===== src/rtl/i2c_apb_arbiter.sv =====
// Two-requester round-robin APB sequencer in front of the I2C master's register port.
// Supports locked multi-transfer sequences and aborts stalled ACCESS phases after TIMEOUT cycles.
module i2c_apb_arbiter #(
  parameter int TIMEOUT = 64,
  parameter int TO_W    = 8
) (
  input  logic       pclk_i,
  input  logic       preset_i,
  input  logic [1:0] req_i,
  input  logic [1:0] lock_i,
  input  logic [1:0] write_i,
  input  logic [7:0] addr0_i,
  input  logic [7:0] addr1_i,
  input  logic [7:0] wdata0_i,
  input  logic [7:0] wdata1_i,
  output logic [1:0] gnt_o,
  output logic [1:0] done_o,
  output logic [7:0] rdata_o,
  output logic       err_o,
  output logic       psel_o,
  output logic       penable_o,
  output logic [7:0] paddr_o,
  output logic [7:0] pwdata_o,
  output logic       pwrite_o,
  input  logic [7:0] prdata_i,
  input  logic       pready_i
);

  typedef enum logic [1:0] {IDLE, SETUP, ACCESS, DONE} state_t;

  state_t          state;
  logic            last_owner;
  logic            owner;
  logic            locked;
  logic [TO_W-1:0] cnt;

  logic win_vld;
  logic win;

  // While locked only the lock holder may win; otherwise round-robin against last_owner.
  always_comb begin
    win_vld = 1'b0;
    win     = 1'b0;
    if (locked) begin
      win     = last_owner;
      win_vld = req_i[last_owner];
    end else if (req_i == 2'b11) begin
      win     = ~last_owner;
      win_vld = 1'b1;
    end else if (req_i[0]) begin
      win     = 1'b0;
      win_vld = 1'b1;
    end else if (req_i[1]) begin
      win     = 1'b1;
      win_vld = 1'b1;
    end
  end

  always_ff @(posedge pclk_i) begin
    if (preset_i) begin
      state      <= IDLE;
      gnt_o      <= 2'b00;
      done_o     <= 2'b00;
      rdata_o    <= 8'h00;
      err_o      <= 1'b0;
      psel_o     <= 1'b0;
      penable_o  <= 1'b0;
      paddr_o    <= 8'h00;
      pwdata_o   <= 8'h00;
      pwrite_o   <= 1'b0;
      last_owner <= 1'b1;
      owner      <= 1'b0;
      locked     <= 1'b0;
      cnt        <= '0;
    end else begin
      done_o <= 2'b00;
      case (state)
        IDLE: begin
          // An abandoned lock is released so the other requester cannot starve.
          if (locked && !lock_i[last_owner] && !req_i[last_owner])
            locked <= 1'b0;
          if (win_vld) begin
            owner    <= win;
            gnt_o    <= win ? 2'b10 : 2'b01;
            paddr_o  <= win ? addr1_i : addr0_i;
            pwdata_o <= win ? wdata1_i : wdata0_i;
            pwrite_o <= write_i[win];
            psel_o   <= 1'b1;
            state    <= SETUP;
          end
        end
        SETUP: begin
          penable_o <= 1'b1;
          cnt       <= '0;
          state     <= ACCESS;
        end
        ACCESS: begin
          if (pready_i) begin
            if (!pwrite_o)
              rdata_o <= prdata_i;
            err_o     <= 1'b0;
            psel_o    <= 1'b0;
            penable_o <= 1'b0;
            done_o    <= gnt_o;
            state     <= DONE;
          end else if (cnt == TO_W'(TIMEOUT - 1)) begin
            rdata_o   <= 8'h00;
            err_o     <= 1'b1;
            locked    <= 1'b0;
            psel_o    <= 1'b0;
            penable_o <= 1'b0;
            done_o    <= gnt_o;
            state     <= DONE;
          end else begin
            cnt <= cnt + TO_W'(1);
          end
        end
        DONE: begin
          last_owner <= owner;
          // A timed-out transfer must not re-arm the lock.
          if (!err_o)
            locked <= lock_i[owner];
          gnt_o <= 2'b00;
          state <= IDLE;
        end
        default: state <= IDLE;
      endcase
    end
  end

endmodule

===== config.mk =====
export PLATFORM = sky130hd
export DESIGN_NAME = i2c_apb_arbiter
export DESIGN_NICKNAME = d
export VERILOG_FILES = /design/src/rtl/i2c_apb_arbiter.sv
export SDC_FILE = /design/constraint.sdc
export NUM_CORES = 1
export LEC_CHECK = 0
export ABC_AREA = 1
export BUFFER_PORTS_ARGS = -buffer_cell sky130_fd_sc_hd__buf_2
export CAP_MARGIN = 20
export CELL_PAD_IN_SITES_DETAIL_PLACEMENT = 1
export CELL_PAD_IN_SITES_GLOBAL_PLACEMENT = 2
export CORE_MARGIN = 5
export CORE_UTILIZATION = 28
export DETAILED_ROUTE_END_ITERATION = 7
export GPL_TIMING_DRIVEN = 0
export PLACE_DENSITY_LB_ADDON = 0.1
export REMOVE_ABC_BUFFERS = 1
export SETUP_SLACK_MARGIN = 0.4
export SLEW_MARGIN = 15
export SYNTH_ARGS = -nofsm -noshare
export SYNTH_HDL_FRONTEND = slang
export SYNTH_SLANG_ARGS = --single-unit

===== constraint.sdc =====
create_clock -name pclk_i -period 2.85 [get_ports pclk_i]
set_input_delay 0.7125 -clock pclk_i [delete_from_list [all_inputs] [get_ports pclk_i]]
set_output_delay 0.7125 -clock pclk_i [all_outputs]
set_load 0.02 [all_outputs]

==> flow_metrics.env <==
export IMPL_synthFlopType="dfxtp_1"
export IMPL_final_setup_tns_ns=0
export IMPL_cpMostUsedCell="nand2_1"
export IMPL_grt_overflow_total=0
export IMPL_ys_async_sr_fraction=0
export IMPL_cts_sinks=45
export IMPL_cts_htree_levels=2
export IMPL_slew_viol_final=0
export IMPL_antenna_found_initial=0
export IMPL_rows=33
export IMPL_hold_viol=0
export IMPL_placement_io_buffers=80
export IMPL_initialDrtViolationCount=36
export IMPL_timing_fmax_mhz=454
export IMPL_netlist_instances=345
export IMPL_viasPerCell=4.43
export IMPL_status="finished, final reports clean"
export IMPL_root_buffer="clkbuf_8"
export IMPL_wire_per_inst_um=12.4
export IMPL_max_clock_path_buffers=2
export IMPL_yosys_warnings=0
export IMPL_critPathRequiredTime_ns=3.05
export IMPL_vias=2329
export IMPL_stdcell_count=526
export IMPL_fin_hold_ws_ns=0.466
export IMPL_drive_gt1_frac=0.257
export IMPL_cp_start_kind="input pin"
export IMPL_max_stage_delay_ns=0.63
export IMPL_synth_most_common_cell="nand2_1"
export IMPL_max_cap_viol_count=0
export IMPL_clk_latency_ns=0.29
export IMPL_syn_cell_area_um2=2370
export IMPL_yosysTopAreaCell="dfxtp_1"
export IMPL_crit_type="input pin to register"
export IMPL_grt_pass1_wl_um=11000
export IMPL_fin_skew_ns=0.00619
export IMPL_area_growth_syn_to_layout_pct=23.4
export IMPL_ys_seq_area_frac=0.379
export IMPL_fin_crit_ns=2.20
export IMPL_drc=0
export IMPL_yosys_top_cells_count="nand2_1, inv_1, dfxtp_1"
export IMPL_postCtsHoldBufs=0
export IMPL_place_ws_ns=0.260
export IMPL_synthDistinctLibCells=28
export IMPL_tightest_slew_ns=0.851
export IMPL_setup_viol=0
export IMPL_path_cells="buf_2 -> clkinv_1 -> nand2_1 -> inv_1 -> o21ai_0 -> nand2_1 -> nand2_1 -> inv_1"
export IMPL_synthTopCellsByArea="dfxtp_1, nand2_1, inv_1"
export IMPL_grt_pass1_vias=2373
export IMPL_netlist_area_leader_share=0.379
export IMPL_dieWidth_um=102
export IMPL_critPathTopFamily="buffers and inverters"
export IMPL_setup_slack_ns=0.646
export IMPL_ys_ff_latch=45
export IMPL_drtPass1Iterations=4
export IMPL_avgSynthCellArea_um2=6.88
export IMPL_dp_hpwl_um=4920
export IMPL_p_leak_nw=1.54
export IMPL_synth_enable_flop_cells=0
export IMPL_fin_nets=476
export IMPL_grt_max_degree=37
export IMPL_critPathCaptureType="register"
export IMPL_cts_clk_slew_worst_paths_ns=0.08
export IMPL_ant_nets=0
export IMPL_start_util=0.288
export IMPL_core_area_um2=8260
export IMPL_antenna_cells=0
export IMPL_finalCritPeriodShare=0.773
export IMPL_ios=81
export IMPL_timing_slew_headroom=0.430
export IMPL_worstPathBufferInverterCount=4
export IMPL_cp_max_fo=25
export IMPL_drt_wl_total_um=6540
export IMPL_rsz0062_at_grt="no"
export IMPL_dieHeight_um=102
export IMPL_hp_class="register to register"
export IMPL_grt_total_usage=0.132
export IMPL_cts_tree="built"
export IMPL_die_area_um2=10400
export IMPL_p_per_area_nw_per_um2=905
export IMPL_cpMaxStageDelayCell="clkinv_1"
export IMPL_rrSetupSlack_ns=1.22
export IMPL_postCtsSetupBuffers=0
export IMPL_numCtsBuffers=5
export IMPL_cts_resized_gates=0
export IMPL_cp_arrival_ns=2.41
export IMPL_placedCellCount=518
export IMPL_ir_worst_vdd_uv=243
export IMPL_globalplace_congestion=0.719
[layout make-up]
type / instances / area [µm²]
Clock buffer: 7 / 96.3
Clock inverter: 1 / 5.00
Fill cell: 1114 / 5330
Inverter: 55 / 209
Multi-Input combinational cell: 233 / 1190
Sequential cell: 45 / 901
Tap cell: 105 / 131
Timing Repair Buffer: 80 / 400
[power breakdown]
group	internal [W]	switching (W)
sequential	0.000806	0.000102
clock	0.000219	0.000217
combinational	0.000423	0.000885
total	0.00145	0.00120
[state kept, by name, indices dropped and copies added, names as in the netlist]
name,cells
penable_o,1
pwdata_o,8
err_o,1
rdata_o,8
last_owner,1
owner,1
gnt_o,2
paddr_o,8
cnt,8
done_o,2
state,2
pwrite_o,1
locked,1
psel_o,1
[cell families (layout without fill, tap and decap cells)]
| group | Yosys count | count (layout) | share of synthesized area |
|---|---|---|---|
| AND/OR/NAND/NOR | 168 | 168 | 0.312 |
| adder cells (fa/ha/maj) | 7 | 7 | 0.0369 |
| buffers and inverters | 67 | 143 | 0.120 |
| AO/OA/AOI/OAI | 58 | 58 | 0.151 |
| flip-flops | 45 | 45 | 0.379 |
[worst min-delay path: cells and delay by family, from the launching register on]
kind             cells  cell delay (ns)
flip-flops           1             0.31
AND/OR/NAND/NOR      1             0.06
AO/OA/AOI/OAI        1             0.05
[cell usage in the layout, fill, tap and decap left out, types with 2 or more instances in the layout]
cell type,netlist,layout
nand2_1,101,101
buf_2,7,80
inv_1,51,51
dfxtp_1,45,45
nor2_1,31,31
a21oi_1,27,27
nand3_1,17,17
o211ai_1,16,16
o21ai_0,10,10
ha_1,7,7
clkbuf_8,0,7
nand2_4,6,6
nand2_2,5,5
nor2_4,2,2
nand3b_1,2,2
inv_2,2,2
[final timing paths]
kind	startpoint	end	cells after the start
max	preset_i	cnt[4]$_SDFFE_PP0P_	8
min	pwdata_o[3]$_SDFFE_PP0P_	pwdata_o[3]$_SDFFE_PP0P_	2
max reg2reg	state[0]$_SDFFE_PP0P_	pwdata_o[4]$_SDFFE_PP0P_	6
min reg2reg	pwdata_o[3]$_SDFFE_PP0P_	pwdata_o[3]$_SDFFE_PP0P_	2
[metal layers]
metal / vias to the layer above / wire length [µm] / track usage
met5: - / 0 / 0
met4: 0 / 33 / 0.0272
met3: 2 / 346 / 0.0389
met2: 46 / 3150 / 0.226
met1: 1059 / 3010 / 0.164
li1: 1222 / - / -
[stage by stage]
step	util	instance area (µm²)	total power, W
floorplan	-	2300	0.00184
global placement	0.343	2830	0.00225
detailed placement	0.343	2830	0.00227
CTS	0.355	2930	0.00273
global route	0.355	2930	0.00292
finish	0.355	2930	0.00265
Note: power is estimated with default switching activity, not from simulation.
